==> src/rtl/lsu_ctrl_pkg.sv <==
// lsu_ctrl_pkg -- shared definitions for the load/store unit controller.
//
// Contents:
//   state_t     FSM state encoding (IDLE, REQ, DONE)
//   F3_*        funct3 access size/sign codes
//   size_t      access width class derived from funct3
//   acc_size    funct3 -> size class (unknown codes are word accesses)
//   store_we    byte-lane write enables for a store
//   store_wdata lane-replicated store data
//   misaligned  alignment test used when LSU_MISALIGN_CHK_EN is defined
package lsu_ctrl_pkg;

   typedef enum logic [1:0] {
      IDLE = 2'd0,
      REQ  = 2'd1,
      DONE = 2'd2
   } state_t;

   localparam logic [2:0] F3_B  = 3'b000;
   localparam logic [2:0] F3_H  = 3'b001;
   localparam logic [2:0] F3_W  = 3'b010;
   localparam logic [2:0] F3_BU = 3'b100;
   localparam logic [2:0] F3_HU = 3'b101;

   typedef enum logic [1:0] {
      SZ_BYTE = 2'd0,
      SZ_HALF = 2'd1,
      SZ_WORD = 2'd2
   } size_t;

   // Any funct3 that is not a byte or halfword code is handled as a word.
   function automatic size_t acc_size(input logic [2:0] f3);
      size_t sz;
      case (f3)
         F3_B, F3_BU: sz = SZ_BYTE;
         F3_H, F3_HU: sz = SZ_HALF;
         default:     sz = SZ_WORD;
      endcase
      return sz;
   endfunction

   function automatic logic [3:0] store_we(input size_t sz, input logic [1:0] off);
      logic [3:0] we;
      case (sz)
         SZ_BYTE: we = 4'b0001 << off;
         SZ_HALF: we = off[1] ? 4'b1100 : 4'b0011;
         default: we = 4'b1111;
      endcase
      return we;
   endfunction

   // Data is replicated on every lane; the enables pick the lanes written.
   function automatic logic [31:0] store_wdata(input size_t sz, input logic [31:0] rs2);
      logic [31:0] wd;
      case (sz)
         SZ_BYTE: wd = {4{rs2[7:0]}};
         SZ_HALF: wd = {2{rs2[15:0]}};
         default: wd = rs2;
      endcase
      return wd;
   endfunction

   function automatic logic misaligned(input size_t sz, input logic [1:0] off);
      logic bad;
      case (sz)
         SZ_BYTE: bad = 1'b0;
         SZ_HALF: bad = off[0];
         default: bad = (off != 2'b00);
      endcase
      return bad;
   endfunction

endpackage

==> src/rtl/lsu_ctrl_if.sv <==
// lsu_ctrl_if -- data-memory bus between the LSU controller and memory.
//
// Signals:
//   dm_req    request active (LSU -> memory)
//   dm_we     byte write enables, bit i = lane i, 0000 for reads
//   dm_addr   word address
//   dm_wdata  lane-replicated store data
//   dm_rdata  read word (memory -> LSU)
//   dm_ready  memory completes the request this cycle (memory -> LSU)
//
// Handshake: a transfer completes on a rising clock edge where dm_req and
// dm_ready are both high. While dm_req is high and dm_ready is low, the LSU
// holds dm_addr, dm_we and dm_wdata stable. dm_rdata is sampled only on the
// completing edge. dm_ready is ignored while dm_req is low. The LSU may drop
// dm_req without completion only on its own wait timeout or on reset.
interface lsu_ctrl_if #(
   parameter int ADDR_W = 14
);
   logic              dm_req;
   logic [3:0]        dm_we;
   logic [ADDR_W-1:0] dm_addr;
   logic [31:0]       dm_wdata;
   logic [31:0]       dm_rdata;
   logic              dm_ready;

   modport master (
      output dm_req, dm_we, dm_addr, dm_wdata,
      input  dm_rdata, dm_ready
   );

   modport slave (
      input  dm_req, dm_we, dm_addr, dm_wdata,
      output dm_rdata, dm_ready
   );
endinterface

==> src/rtl/lsu_load_align.sv <==
// lsu_load_align -- combinational load lane selection and extension.
//
// Ports:
//   funct3   in   3   access size/sign code
//   off      in   2   byte offset within the word
//   word     in  32   word read from memory
//   ld_data  out 32   selected, sign- or zero-extended load value
module lsu_load_align
   import lsu_ctrl_pkg::*;
(
   input  logic [2:0]  funct3,
   input  logic [1:0]  off,
   input  logic [31:0] word,
   output logic [31:0] ld_data
);

   logic [7:0]  byte_sel;
   logic [15:0] half_sel;

   always_comb begin
      byte_sel = word[7:0];
      case (off)
         2'd0:    byte_sel = word[7:0];
         2'd1:    byte_sel = word[15:8];
         2'd2:    byte_sel = word[23:16];
         default: byte_sel = word[31:24];
      endcase
   end

   assign half_sel = off[1] ? word[31:16] : word[15:0];

   always_comb begin
      ld_data = word;
      case (funct3)
         F3_B:    ld_data = {{24{byte_sel[7]}}, byte_sel};
         F3_BU:   ld_data = {24'h0, byte_sel};
         F3_H:    ld_data = {{16{half_sel[15]}}, half_sel};
         F3_HU:   ld_data = {16'h0, half_sel};
         default: ld_data = word;
      endcase
   end

endmodule

==> src/rtl/lsu_ctrl.sv <==
// lsu_ctrl -- load/store unit controller between EXE and data memory.
//
// Parameters:
//   ADDR_W   data-memory word-address width
//   TIMEOUT  maximum REQ cycles spent waiting for dm_ready
//
// Ports:
//   clk, rst        clock (rising edge), synchronous active-high reset
//   valid_EXE       EXE slot holds a real instruction
//   MemRead_EXE     load
//   MemWrite_EXE    store (wins when both are set)
//   funct3_EXE      access size/sign
//   addr_EXE        byte address
//   rs2_data_EXE    store data
//   dm              lsu_ctrl_if master: dm_req/dm_we/dm_addr/dm_wdata out,
//                   dm_rdata/dm_ready in
//   stall           holds upstream stages while an access is accepted/in REQ
//   ld_data         extended load result
//   ld_valid        one-cycle pulse when ld_data is valid
//   err             one-cycle pulse on timeout (or misalignment, see below)
//   state_dbg       current FSM state
//
// Build option: define LSU_MISALIGN_CHK_EN to reject misaligned halfword and
// word accesses (no dm_req, err pulse one cycle after accept). Without it,
// no alignment check is made and lanes follow the low address bits.
module lsu_ctrl
   import lsu_ctrl_pkg::*;
#(
   parameter int ADDR_W  = 14,
   parameter int TIMEOUT = 15
) (
   input  logic        clk,
   input  logic        rst,
   input  logic        valid_EXE,
   input  logic        MemRead_EXE,
   input  logic        MemWrite_EXE,
   input  logic [2:0]  funct3_EXE,
   input  logic [31:0] addr_EXE,
   input  logic [31:0] rs2_data_EXE,
   lsu_ctrl_if.master  dm,
   output logic        stall,
   output logic [31:0] ld_data,
   output logic        ld_valid,
   output logic        err,
   output state_t      state_dbg
);

   localparam int CNT_W = $clog2(TIMEOUT + 1);
   localparam logic [CNT_W-1:0] CNT_LAST = CNT_W'(TIMEOUT - 1);

   state_t            state;
   state_t            state_next;
   logic [CNT_W-1:0]  cnt;

   // Values latched at accept; they drive the bus for the whole REQ phase.
   logic [ADDR_W-1:0] addr_q;
   logic [1:0]        off_q;
   logic [2:0]        f3_q;
   logic              store_q;
   logic [3:0]        we_q;
   logic [31:0]       wdata_q;
   logic [31:0]       ld_data_q;
   logic              err_q;

   logic              accept;
   logic              misalign_in;
   logic              err_set;
   logic              req;
   logic [3:0]        we_out;
   size_t             sz_in;
   logic [1:0]        off_in;
   logic [31:0]       aligned;

   // Address bits above the memory window and the lane offset bits are not
   // part of the word address.
   logic              addr_hi_unused;
   assign addr_hi_unused = ^addr_EXE[31:ADDR_W+2];

   assign accept = valid_EXE & (MemRead_EXE | MemWrite_EXE);
   assign sz_in  = acc_size(funct3_EXE);
   assign off_in = addr_EXE[1:0];

`ifdef LSU_MISALIGN_CHK_EN
   assign misalign_in = misaligned(sz_in, off_in);
`else
   assign misalign_in = 1'b0;
`endif

   lsu_load_align u_load_align (
      .funct3  (f3_q),
      .off     (off_q),
      .word    (dm.dm_rdata),
      .ld_data (aligned)
   );

   // State register.
   always_ff @(posedge clk) begin
      if (rst) begin
         state <= IDLE;
      end else begin
         state <= state_next;
      end
   end

   // Next-state and output decode.
   always_comb begin
      state_next = state;
      stall      = 1'b0;
      req        = 1'b0;
      we_out     = 4'b0000;
      ld_valid   = 1'b0;
      err_set    = 1'b0;
      case (state)
         IDLE: begin
            if (accept) begin
               stall = 1'b1;
               if (misalign_in) begin
                  // Rejected without touching memory; err shows next cycle.
                  err_set = 1'b1;
               end else begin
                  state_next = REQ;
               end
            end
         end
         REQ: begin
            stall  = 1'b1;
            req    = 1'b1;
            we_out = we_q;
            if (dm.dm_ready) begin
               state_next = DONE;
            end else if (cnt == CNT_LAST) begin
               // This is the TIMEOUT-th cycle without dm_ready: give up.
               state_next = IDLE;
               err_set    = 1'b1;
            end
         end
         DONE: begin
            ld_valid   = ~store_q;
            state_next = IDLE;
         end
         default: begin
            state_next = IDLE;
         end
      endcase
   end

   // Datapath registers.
   always_ff @(posedge clk) begin
      if (rst) begin
         cnt       <= '0;
         addr_q    <= '0;
         off_q     <= 2'b00;
         f3_q      <= 3'b000;
         store_q   <= 1'b0;
         we_q      <= 4'b0000;
         wdata_q   <= 32'h0;
         ld_data_q <= 32'h0;
         err_q     <= 1'b0;
      end else begin
         err_q <= err_set;

         if (state == IDLE && accept) begin
            addr_q  <= addr_EXE[ADDR_W+1:2];
            off_q   <= off_in;
            f3_q    <= funct3_EXE;
            store_q <= MemWrite_EXE;
            we_q    <= MemWrite_EXE ? store_we(sz_in, off_in) : 4'b0000;
            wdata_q <= store_wdata(sz_in, rs2_data_EXE);
         end

         // Held at zero outside REQ, so every REQ phase starts counting at 0.
         if (state != REQ) begin
            cnt <= '0;
         end else if (!dm.dm_ready) begin
            cnt <= cnt + 1'b1;
         end

         if (state == REQ && dm.dm_ready && !store_q) begin
            ld_data_q <= aligned;
         end
      end
   end

   assign dm.dm_req   = req;
   assign dm.dm_we    = we_out;
   assign dm.dm_addr  = addr_q;
   assign dm.dm_wdata = wdata_q;
   assign ld_data     = ld_data_q;
   assign err         = err_q;
   assign state_dbg   = state;

endmodule

==> src/flat_wrapper.sv <==
// flat-port wrapper written by rule: the top's interface ports become plain ports
module lsu_ctrl_flat import lsu_ctrl_pkg::*;
#(
   parameter int ADDR_W  = 14,
   parameter int TIMEOUT = 15
)
  (clk, rst, valid_EXE, MemRead_EXE, MemWrite_EXE, funct3_EXE, addr_EXE, rs2_data_EXE, stall, ld_data, ld_valid, err, state_dbg, dm_dm_req, dm_dm_we, dm_dm_addr, dm_dm_wdata, dm_dm_rdata, dm_dm_ready);
  lsu_ctrl_if #(.ADDR_W(ADDR_W)) dm_i ();
  input  logic clk;
  input  logic rst;
  input  logic valid_EXE;
  input  logic MemRead_EXE;
  input  logic MemWrite_EXE;
  input  logic [2:0] funct3_EXE;
  input  logic [31:0] addr_EXE;
  input  logic [31:0] rs2_data_EXE;
  output logic stall;
  output logic [31:0] ld_data;
  output logic ld_valid;
  output logic err;
  output state_t state_dbg;
  output wire logic [$bits(dm_i.dm_req)-1:0] dm_dm_req;
  output wire logic [$bits(dm_i.dm_we)-1:0] dm_dm_we;
  output wire logic [$bits(dm_i.dm_addr)-1:0] dm_dm_addr;
  output wire logic [$bits(dm_i.dm_wdata)-1:0] dm_dm_wdata;
  input wire logic [$bits(dm_i.dm_rdata)-1:0] dm_dm_rdata;
  input wire logic [$bits(dm_i.dm_ready)-1:0] dm_dm_ready;
  assign dm_dm_req = dm_i.dm_req;
  assign dm_dm_we = dm_i.dm_we;
  assign dm_dm_addr = dm_i.dm_addr;
  assign dm_dm_wdata = dm_i.dm_wdata;
  assign dm_i.dm_rdata = dm_dm_rdata;
  assign dm_i.dm_ready = dm_dm_ready;
  lsu_ctrl #(.ADDR_W(ADDR_W), .TIMEOUT(TIMEOUT)) u_core (.clk(clk), .rst(rst), .valid_EXE(valid_EXE), .MemRead_EXE(MemRead_EXE), .MemWrite_EXE(MemWrite_EXE), .funct3_EXE(funct3_EXE), .addr_EXE(addr_EXE), .rs2_data_EXE(rs2_data_EXE), .dm(dm_i), .stall(stall), .ld_data(ld_data), .ld_valid(ld_valid), .err(err), .state_dbg(state_dbg));
endmodule
==> config.mk <==
export PLATFORM = sky130hd
export DESIGN_NAME = lsu_ctrl_flat
export DESIGN_NICKNAME = d
export VERILOG_FILES = /design/src/rtl/lsu_ctrl_pkg.sv /design/src/rtl/lsu_ctrl_if.sv /design/src/rtl/lsu_load_align.sv /design/src/rtl/lsu_ctrl.sv /design/src/flat_wrapper.sv
export SDC_FILE = /design/constraint.sdc
export NUM_CORES = 1
export LEC_CHECK = 0
export ABC_CLOCK_PERIOD_IN_PS = 1560
export CORE_ASPECT_RATIO = 0.9
export CORE_MARGIN = 2
export CORE_UTILIZATION = 39
export DETAILED_ROUTE_END_ITERATION = 10
export GPL_ROUTABILITY_DRIVEN = 0
export PLACE_DENSITY = 0.77
export SYNTH_ARGS = -nofsm -noshare
export SYNTH_HDL_FRONTEND = slang
export SYNTH_HIERARCHICAL = 1
export SYNTH_SLANG_ARGS = --single-unit
==> constraint.sdc <==
create_clock -name clk -period 1.56 [get_ports clk]
set_input_delay 0.234 -clock clk [delete_from_list [all_inputs] [get_ports clk]]
set_output_delay 0.234 -clock clk [all_outputs]
set_load 0.01 [all_outputs]
# Word level (Yosys, flattened, before mapping)
# Index checks and enable logic that the tools add are counted.
# word_totals
register_bits,95
romBits,0
latchBits,0
word_cells,63
memories,0
mem_bits_rw,0
input_bits,105
output_inout_bits,88
# classes
n_eq_ne,15
n_reduce_logical,14
shift,1
n_addsub,1
n_bitwise,4
mux,18
div,0
multipliers,0
order_cmp,0
# ops
cell,n
32-bit case mux with 4 select lines,1
32-bit case mux with 2 select lines,1
8-bit case mux with 3 select lines,1
16-bit 2-to-1 mux,1
3-bit equality test (second input constant),4
4-bit 2-to-1 mux,3
2-bit case mux with 2 select lines,2
4-bit case mux with 2 select lines,1
2-bit by 1-bit equality test with 1-bit output (second input constant),3
3-bit by 1-bit equality test with 1-bit output (second input constant),2
2-bit logical NOT,3
3-bit logical NOT,2
2-bit 2-to-1 mux,3
2-bit OR reduction,3
4-bit by 1-bit adder with 4-bit output (second input constant),1
2-bit equality test (second input constant),2
4-bit equality test (second input constant),1
1-bit 2-to-1 mux,4
2-bit by 1-bit != test with 1-bit output (second input constant),2
1-bit by 2-bit << shifter with 4-bit output (first input constant),1
1-bit logical AND,3
3-bit by 2-bit != test with 1-bit output (second input constant),1
3-bit OR reduction,1
1-bit inverter,2
5 further kinds,5

# Depth between registers and ports, before layout
# Gate-level depths: netlist (run 1).
# depth
depth_word,6
ltp_mapped,7
mapped_depth_nobuf,5

# By module
# The synthesis (run 1) kept the hierarchy.
# by_module_without_submodules
mod,seq_area_each_um2,area_each_um2,n_inst,cells_per_inst
lsu_ctrl,1901.8,3736.1,1,460
lsu_load_align,0.0,969.7,1,133

# Worst setup path before layout (run 1)
# No wires, ideal clock.
# synth_path
kind,register -> register
startpoint,register u_core.off_q[0]
endpoint,"register u_core.ld_data_q[10], in the netlist u_core/ld_data[10]"
path_buffers,2
setup_time_ns,0.132
arrival_ns,1.363
period_less_slack_ns,1.495
setup_slack_ns,0.065
stages_incl_launch_ff,8
required_ns,1.428
path_cell_list,dfxtp_1 > buf_6 > mux2_4 > a22oi_4 > buf_6 > o221ai_2 > nand2_1 > a21oi_1
# synth_via
elab_chain_len,3
elab_cells_between_ends,5
cone_classes,eq/ne (2); mux (2); reduce/logical (1)
# synth_rtl
item,line,text
start: declaration,lsu_ctrl.sv:57,logic [1:0] off_q;
start signal: assignment,lsu_ctrl.sv:164,off_q <= off_in;
"2-bit equality test, or another cell as far along",lsu_load_align.sv:22,case (off)
8-bit case mux with 3 select lines *,lsu_load_align.sv:22,
32-bit case mux with 4 select lines *,lsu_load_align.sv:34,case (funct3)
named net u_core.aligned[10],lsu_ctrl.sv:72,logic [31:0] aligned;
end signal: assignment,lsu_ctrl.sv:179,ld_data_q <= aligned;
end: declaration,lsu_ctrl.sv:62,logic [31:0] ld_data_q;
# Mark *: on every way through the listed nets, which the timed path passes. The rest lies on a longest branch.
# A chain may end at the register's enable or synchronous reset.

# Worst setup path in the final report (run 1)
# layout_path
startpoint,register u_core.off_q[0]
endpoint,"register u_core.ld_data_q[14], in the netlist u_core/ld_data[14]"
# Same word-level chain as after synthesis.

==> results.ini, run 1 <==
[run_status]
run_status=finished clean

[worst_setup_path]
setup_crit_end_kind=flip-flop
crit_type=reg2reg
critPathRequiredTime_ps=1780
worst_path_dominant_cell_family=flip-flops
delay_of_the_slowest_cell_on_the_worst_path_ps=380
cp_max_fo=24
critical_path.cell_chain=mux2_4 > a22oi_4 > buf_12 > o221ai_2 > nand2_1 > a21oi_2
timing.critical_path.arrival_ps=1770
cp_slowest_cell=sky130_fd_sc_hd__dfxtp_4
critPathBufInv=1
startpoint_type=flip-flop

[synthesis]
ys_seq_area_frac=0.4041
synth-seq-cells=95
synth_ff_type=sky130_fd_sc_hd__dfxtp_1
number_of_enable_type_register_cells_in_the_synthesized_netlist=0
synth_top_cells_by_area=sky130_fd_sc_hd__dfxtp_1 (40%), sky130_fd_sc_hd__nand2_1 (12%), sky130_fd_sc_hd__a21oi_1 (9.1%)
synth_largest_type_area_fraction=0.4041
synth.distinct_cells=46
synth.cell_area_mm2=0.004706
synth_common_cells=sky130_fd_sc_hd__nand2_1 (153), sky130_fd_sc_hd__dfxtp_1 (95), sky130_fd_sc_hd__a21oi_1 (86)
yosysMostFrequentCell=sky130_fd_sc_hd__nand2_1
yosys_warnings=6
syn_inst=593
synth_fp_nets=700
post_synth.cell_area_avg_um2=7.936
synth_top_cell_by_area=sky130_fd_sc_hd__dfxtp_1
asyncSetResetFlopFracSynth=0

[finish]
antenna-diode-count=0
post_route_cells_drive_above_1_share=0.1698
synthToLayoutAreaGrowth_pct=59.35
core_util_final=0.6283
design.final.nets=909

[grt]
gr_ovfl_total=0
gr-usage-met1=0.2667
grt_max_degree=47
grt.met3_usage=0.07806
initial_antenna_violation_count=0
grt.busiest_layer=met2
grt_first_pass_wirelength_um=23980
first_global_vias=4952
grt_use_met2=0.4135
grt_use_total=0.2338

[route]
vias_per_cell=5.390
wl_per_cell_um=16.27
total_wirelength_of_the_detailed_routed_design_um=15730
route.antenna.remaining_nets=0
drc_errors=0
drt_first_iter_violations=505
vias=5212
drt_first_pass_iters=5

[floorplanning]
fp.dieArea_mm2=0.01296
floorplan.rows=38
ios=193
initial_utilization=0.3943
core_area_mm2=0.01193
die_span_in_y_um=108.2
die_width_um=119.8

[cts]
cts_tree=done
clk_transition_reported_paths_ps=70
htreeDepth=3
cts_inserted_buffers=9
clock_insertion_delay_worst_skew_ps=350
root_buffer=sky130_fd_sc_hd__clkbuf_16
cts.path.max_buffers=2
cts_sinks=95

[timing]
fin_hold_ws_ps=334.1
final_min_period_over_clock_period=0.9947
worst_slew_margin_rel=0.6413
fmax_mhz=644.5
final.setup_skew_ps=5.814
layout_min_cycle_time_ps=1552
finalSetupViolations=0
worstMarginPinSlew_ps=538.1
finalMaxSlewViolations=0
finalHoldViolCount=0
grt_setup_unrepaired=yes

[power_and_ir_drop]
power_frac_seq=0.394
combPwrFrac=0.250
net-switching-power_uw=1846
intPower_uw=4873
vdd.ir_drop.worst_mv=0.6800
clock_power_share=0.356
power.share.switching=0.2747
pwr_density_cell_mw_per_mm2=895.9
power.static_leakage_uw=0.002851

[placed_design]
post_dp_hpwl_um=11040
port_buffers=176

[flow_run]
max_cap_viol_count=0

[hold_path]
min_path_type=in2reg

worst min-delay path, stage by stage:
cell                       delay [ps]
sky130_fd_sc_hd__buf_2            120
sky130_fd_sc_hd__nand2b_1         220
sky130_fd_sc_hd__nor2_1            60
stage by stage:
step                instance area, um^2  power, uW  setup TNS, ps  std cells  setup WS, ps
floorplan                          4706       3464              0        593         64.84
global placement                   7007       4257          -9369        945        -309.1
detailed placement                 7007       4292         -12630        945        -375.8
CTS                                7333       6702              0        962         13.63
global route                       7498       7017         -125.1        967        -31.12
finish                             7498       6718              0        967         8.315
timing repair:
action / 4_1_cts / 5_1_grt
setup buffers: 1 / 3
hold endpoints to repair: 0 / 0
hold buffers: 0 / 0
pin swaps: 0 / 4
cloned: 0 / 3
resized for setup: 26 / 36
setup endpoints to repair: 35 / 32
cells in the final DEF, fill, tap and decap left out, drive strengths merged, types with 2 or more instances in the layout:
cell / netlist / layout
a221oi: 2 / 2
dfxtp: 95 / 95
a311oi: 15 / 15
ha: 2 / 2
nor3b: 2 / 2
a21oi: 87 / 87
mux2: 2 / 2
nor2b: 13 / 13
clkinv: 2 / 3
o211ai: 8 / 8
inv: 11 / 12
o221ai: 7 / 7
nand2b: 3 / 3
clkbuf: 20 / 13
o21ai: 12 / 12
a211oi: 8 / 8
mux2i: 18 / 18
nand3: 2 / 2
buf: 30 / 74
xor2: 2 / 2
clkdlybuf4s50: 0 / 165
a22oi: 3 / 3
mux4: 7 / 7
nand2: 153 / 153
and2: 5 / 5
dlygate4sd2: 0 / 4
bufinv: 0 / 2
clkinvlp: 0 / 3
o22ai: 16 / 16
nor2: 58 / 58
final timing paths:
path | startpoint | endpoint | slack [ps] | cells past startpoint
max reg2reg | u_core/off_q[0] | u_core/ld_data[14] | 8 | 6
max | u_core/off_q[0] | u_core/ld_data[14] | 8 | 6
min | rst | u_core/state_dbg[1] | 330 | 3
min reg2reg | u_core/we_q[1] | u_core/we_q[1] | 450 | 2
state kept, by name (all words and copies together), names as in the netlist:
register and cells:
u_core/cnt 4, u_core/err 1, u_core/we_q 4, u_core/off_q 2, u_core/dm.dm_wdata 32, u_core/ld_data 32, u_core/store_q 1, u_core/f3_q 3
u_core/state_dbg 2, u_core/dm.dm_addr 14
cell type report:
cell class / instances / area, um^2
timing repair buffer: 248 / 2472
tap: 160 / 200.2
inverter: 13 / 48.80
clock buffer: 9 / 225.2
clock inverter: 7 / 96.34
multi-input combinational: 435 / 2542
fill: 974 / 4436
sequential: 95 / 1913
metal layers:
| metal | routed length [um] | vias up |
|---|---|---|
| met5 | 0 | - |
| met4 | 369 | 0 |
| met3 | 1608 | 35 |
| met2 | 7620 | 283 |
| met1 | 6130 | 2432 |
| li1 | - | 2462 |
cells by family after synthesis:
family | after synthesis | share of synthesized area
mux | 27 | 0.08375
compound gates | 162 | 0.2175
fa+ha+maj | 2 | 0.005317
simple gates | 241 | 0.2117
buf+inv | 63 | 0.07205
flops | 95 | 0.4041
xor+xnor | 3 | 0.005585
power groups by stage:
stage	Sequential, uW	Clock (uW)	Combinational, uW
2_1_floorplan	2750	0	718
3_3_place_gp	2690	0	1560
3_5_place_dp	2700	0	1590
4_1_cts	2650	2450	1600
5_1_grt	2660	2550	1800
6_report	2650	2390	1680
Note: power is estimated with default switching activity, not from simulation.
==> inputs of run 2 (changes only) <==
- ABC_AREA: unset -> 1
- TNS_END_PERCENT: unset -> 10
==> results.ini, run 2 <==
[run_status]
run_status=finished clean

[synthesis]
number_of_enable_type_register_cells_in_the_synthesized_netlist=0
post_synth.cell_area_avg_um2=6.492
synth.distinct_cells=26
yosysMostFrequentCell=sky130_fd_sc_hd__nor2_1
synth_largest_type_area_fraction=0.4086
synth.area.mux_share=0
synth_common_cells=sky130_fd_sc_hd__nor2_1 (209), sky130_fd_sc_hd__nand2_1 (150), sky130_fd_sc_hd__o21ai_0 (111)
synth-seq-cells=95
ys_seq_area_frac=0.4086
synth_xor_area_frac=0.001882
synth_top_cell_by_area=sky130_fd_sc_hd__dfxtp_1
synth_ff_type=sky130_fd_sc_hd__dfxtp_1
main_combinational_cell_family_by_area_after_synthesis=simple AND/OR/NAND/NOR gates
asyncSetResetFlopFracSynth=0
synth_fp_nets=824
synth-adder-area-share=0.005376
synthSimpleGateAreaFrac=0.3707
syn_inst=717
synth-compound-area-share=0.1376
synth_top_cells_by_area=sky130_fd_sc_hd__dfxtp_1 (41%), sky130_fd_sc_hd__nor2_1 (17%), sky130_fd_sc_hd__nand2_1 (12%)
yosys_warnings=6
synth.cell_area_mm2=0.004654

[worst_setup_path]
delay_of_the_slowest_cell_on_the_worst_path_ps=350
cp_slowest_cell=sky130_fd_sc_hd__dfxtp_2
timing.critical_path.arrival_ps=1310
cp_max_fo=6
rr_startpoint=u_core/off_q[1]
startpoint_type=flip-flop
critPathRequiredTime_ps=1330
setup_crit_end_kind=output pin
critPathBufInv=3
critical_path.cell_chain=inv_1 > nor2_2 > inv_2 > nor2_1 > clkdlybuf4s15_2
worst_path_dominant_cell_family=buffers and inverters
worst_r2r_endpoint=u_core/ld_data[9]
worst_r2r_path_depth=7
crit_type=reg2out
r2r_slack_ps=110

[finish]
post_route_cells_drive_above_1_share=0.09802
layout_commonest_cell=sky130_fd_sc_hd__nor2_1
core_util_final=0.6125
fill_cells=1051
design.final.nets=1010
multi_input_area_mm2=0.002441
antenna-diode-count=0
synthToLayoutAreaGrowth_pct=51.69
commonest_cells_after_routing_fill_and_taps_aside=sky130_fd_sc_hd__nor2_1 (206), sky130_fd_sc_hd__clkdlybuf4s50_1 (168), sky130_fd_sc_hd__nand2_1 (149)
register_area_mm2=0.001908

[timing]
postLayoutSetupSlackWorst_ps=16.26
worstMarginPinSlew_ps=530.7
final.setup_skew_ps=3.997
final_min_period_over_clock_period=0.9896
finalHoldViolCount=0
fmax_mhz=647.8
timing.setup.tns_ps=0
layout_min_cycle_time_ps=1544
worst_slew_margin_rel=0.6449
grt_setup_unrepaired=yes
finalSetupViolations=0
fin_hold_ws_ps=470.8
finalMaxSlewViolations=0

[hold_path]
min_path_type=reg2reg
worstHoldEndpoint=u_core/we_q[2]
timing.hold.worst.start=u_core/we_q[2]
timing.hold.worst_path_depth=2

[route]
drt_first_iter_violations=301
drt_first_pass_iters=5
wl_per_cell_um=13.75
vias=5193
drc_errors=0
route.antenna.remaining_nets=0
vias_per_cell=4.881
total_wirelength_of_the_detailed_routed_design_um=14630

[power_and_ir_drop]
power.static_leakage_uw=0.003041
vdd.ir_drop.worst_mv=0.5397
pwr_density_cell_mw_per_mm2=936.9

[floorplanning]
floorplan.rows=37
die_span_in_y_um=107.6
core_area_mm2=0.01153
die_width_um=119.2
ios=193
fp.dieArea_mm2=0.01283
initial_utilization=0.4038

[grt]
grt_use_met2=0.3493
gr_ovfl_total=0
grt_use_total=0.2249
grt.met3_usage=0.04820
initial_antenna_violation_count=0
first_global_vias=4744
grt.busiest_layer=met2
grt_max_degree=60
gr-usage-met1=0.3047
grt_first_pass_wirelength_um=23480

[cts]
cts.path.max_buffers=2
clk_transition_reported_paths_ps=70
clock_insertion_delay_worst_skew_ps=340
htreeDepth=3
root_buffer=sky130_fd_sc_hd__clkbuf_16
cts_inserted_buffers=9
cts_tree=done
cts_sinks=95

[placed_design]
detailedPlace.worstSlack_ps=-216.2
post_dp_hpwl_um=10710
port_buffers=176

[flow_run]
max_cap_viol_count=0

-- run 2: cell count changes after synthesis, sizes merged, moves of 15 or more --
cell,before,now
nor2,58,213
mux2i,18,0
o21ai,12,112
nand3,2,58
o22ai,16,0
a311oi,15,0
a21oi,87,9
-- run 2: cell families after synthesis --
group,Yosys count
AND/OR/NAND/NOR,426
AO/OA/AOI/OAI,125
buffers and inverters,68
XOR/XNOR,1
adder cells (fa/ha/maj),2
flip-flops,95
-- run 2: area by class of cell --
class,count,share of cell area
clock buffers,10,0.03243
clock inverters,6,0.009569
inverters,24,0.01276
multi-input cells,555,0.3457
flip-flops and latches,95,0.2702
well taps,156,0.02764
repair buffers,218,0.3016
-- run 2: worst max-delay path by stage --
stage               slack, ps           endpoint           startpoint  cells past startpoint
finish                     20        dm_dm_we[2]  u_core/state_dbg[0]                      5
global route              -60        dm_dm_we[2]  u_core/state_dbg[0]                      5
CTS                       -30        dm_dm_we[0]  u_core/state_dbg[0]                      5
detailed placement       -220              stall            valid_EXE                      4
global placement         -190  u_core/ld_data[8]      dm_dm_rdata[31]                      6
floorplan                 160  u_core/ld_data[8]      u_core/off_q[0]                      8
-- run 2: layer usage --
layer | vias up | share of wire | wire length [um]
li1 | 2676 | - | -
met1 | 2292 | 0.45 | 6609
met2 | 197 | 0.46 | 6667
met3 | 28 | 0.067 | 978
met4 | 0 | 0.025 | 372
met5 | - | 0 | 0
-- run 2: per-stage QoR --
stage / instance area (um^2) / total power (uW) / cells
6_report: 7061 / 6615 / 1064
5_1_grt: 7061 / 6974 / 1064
4_1_cts: 7046 / 6633 / 1063
3_5_place_dp: 6753 / 4417 / 1047
3_3_place_gp: 6753 / 4401 / 1047
2_1_floorplan: 4654 / 3570 / 717
-- run 2: what timing repair did --
item	in CTS	in global routing
setup buffers	0	0
hold buffers	0	0
setup endpoints to repair	8	30
gates cloned	0	1
gates resized for setup	20	15
pin swaps	0	1
-- run 2: where the power goes --
group | switching [uW] | leakage [uW] | internal (uW)
registers | 98.0 | 0.000782 | 2600
clock network | 961 | 0.000139 | 1250
logic | 862 | 0.00212 | 838
-- run 2: worst register-to-register path: cells and delay by family, from the launching register on --
| family | cells | cell delay, ps |
|---|---|---|
| simple gates | 5 | 630 |
| flops | 1 | 360 |
| compound gates | 1 | 200 |
| buf+inv | 1 | 150 |
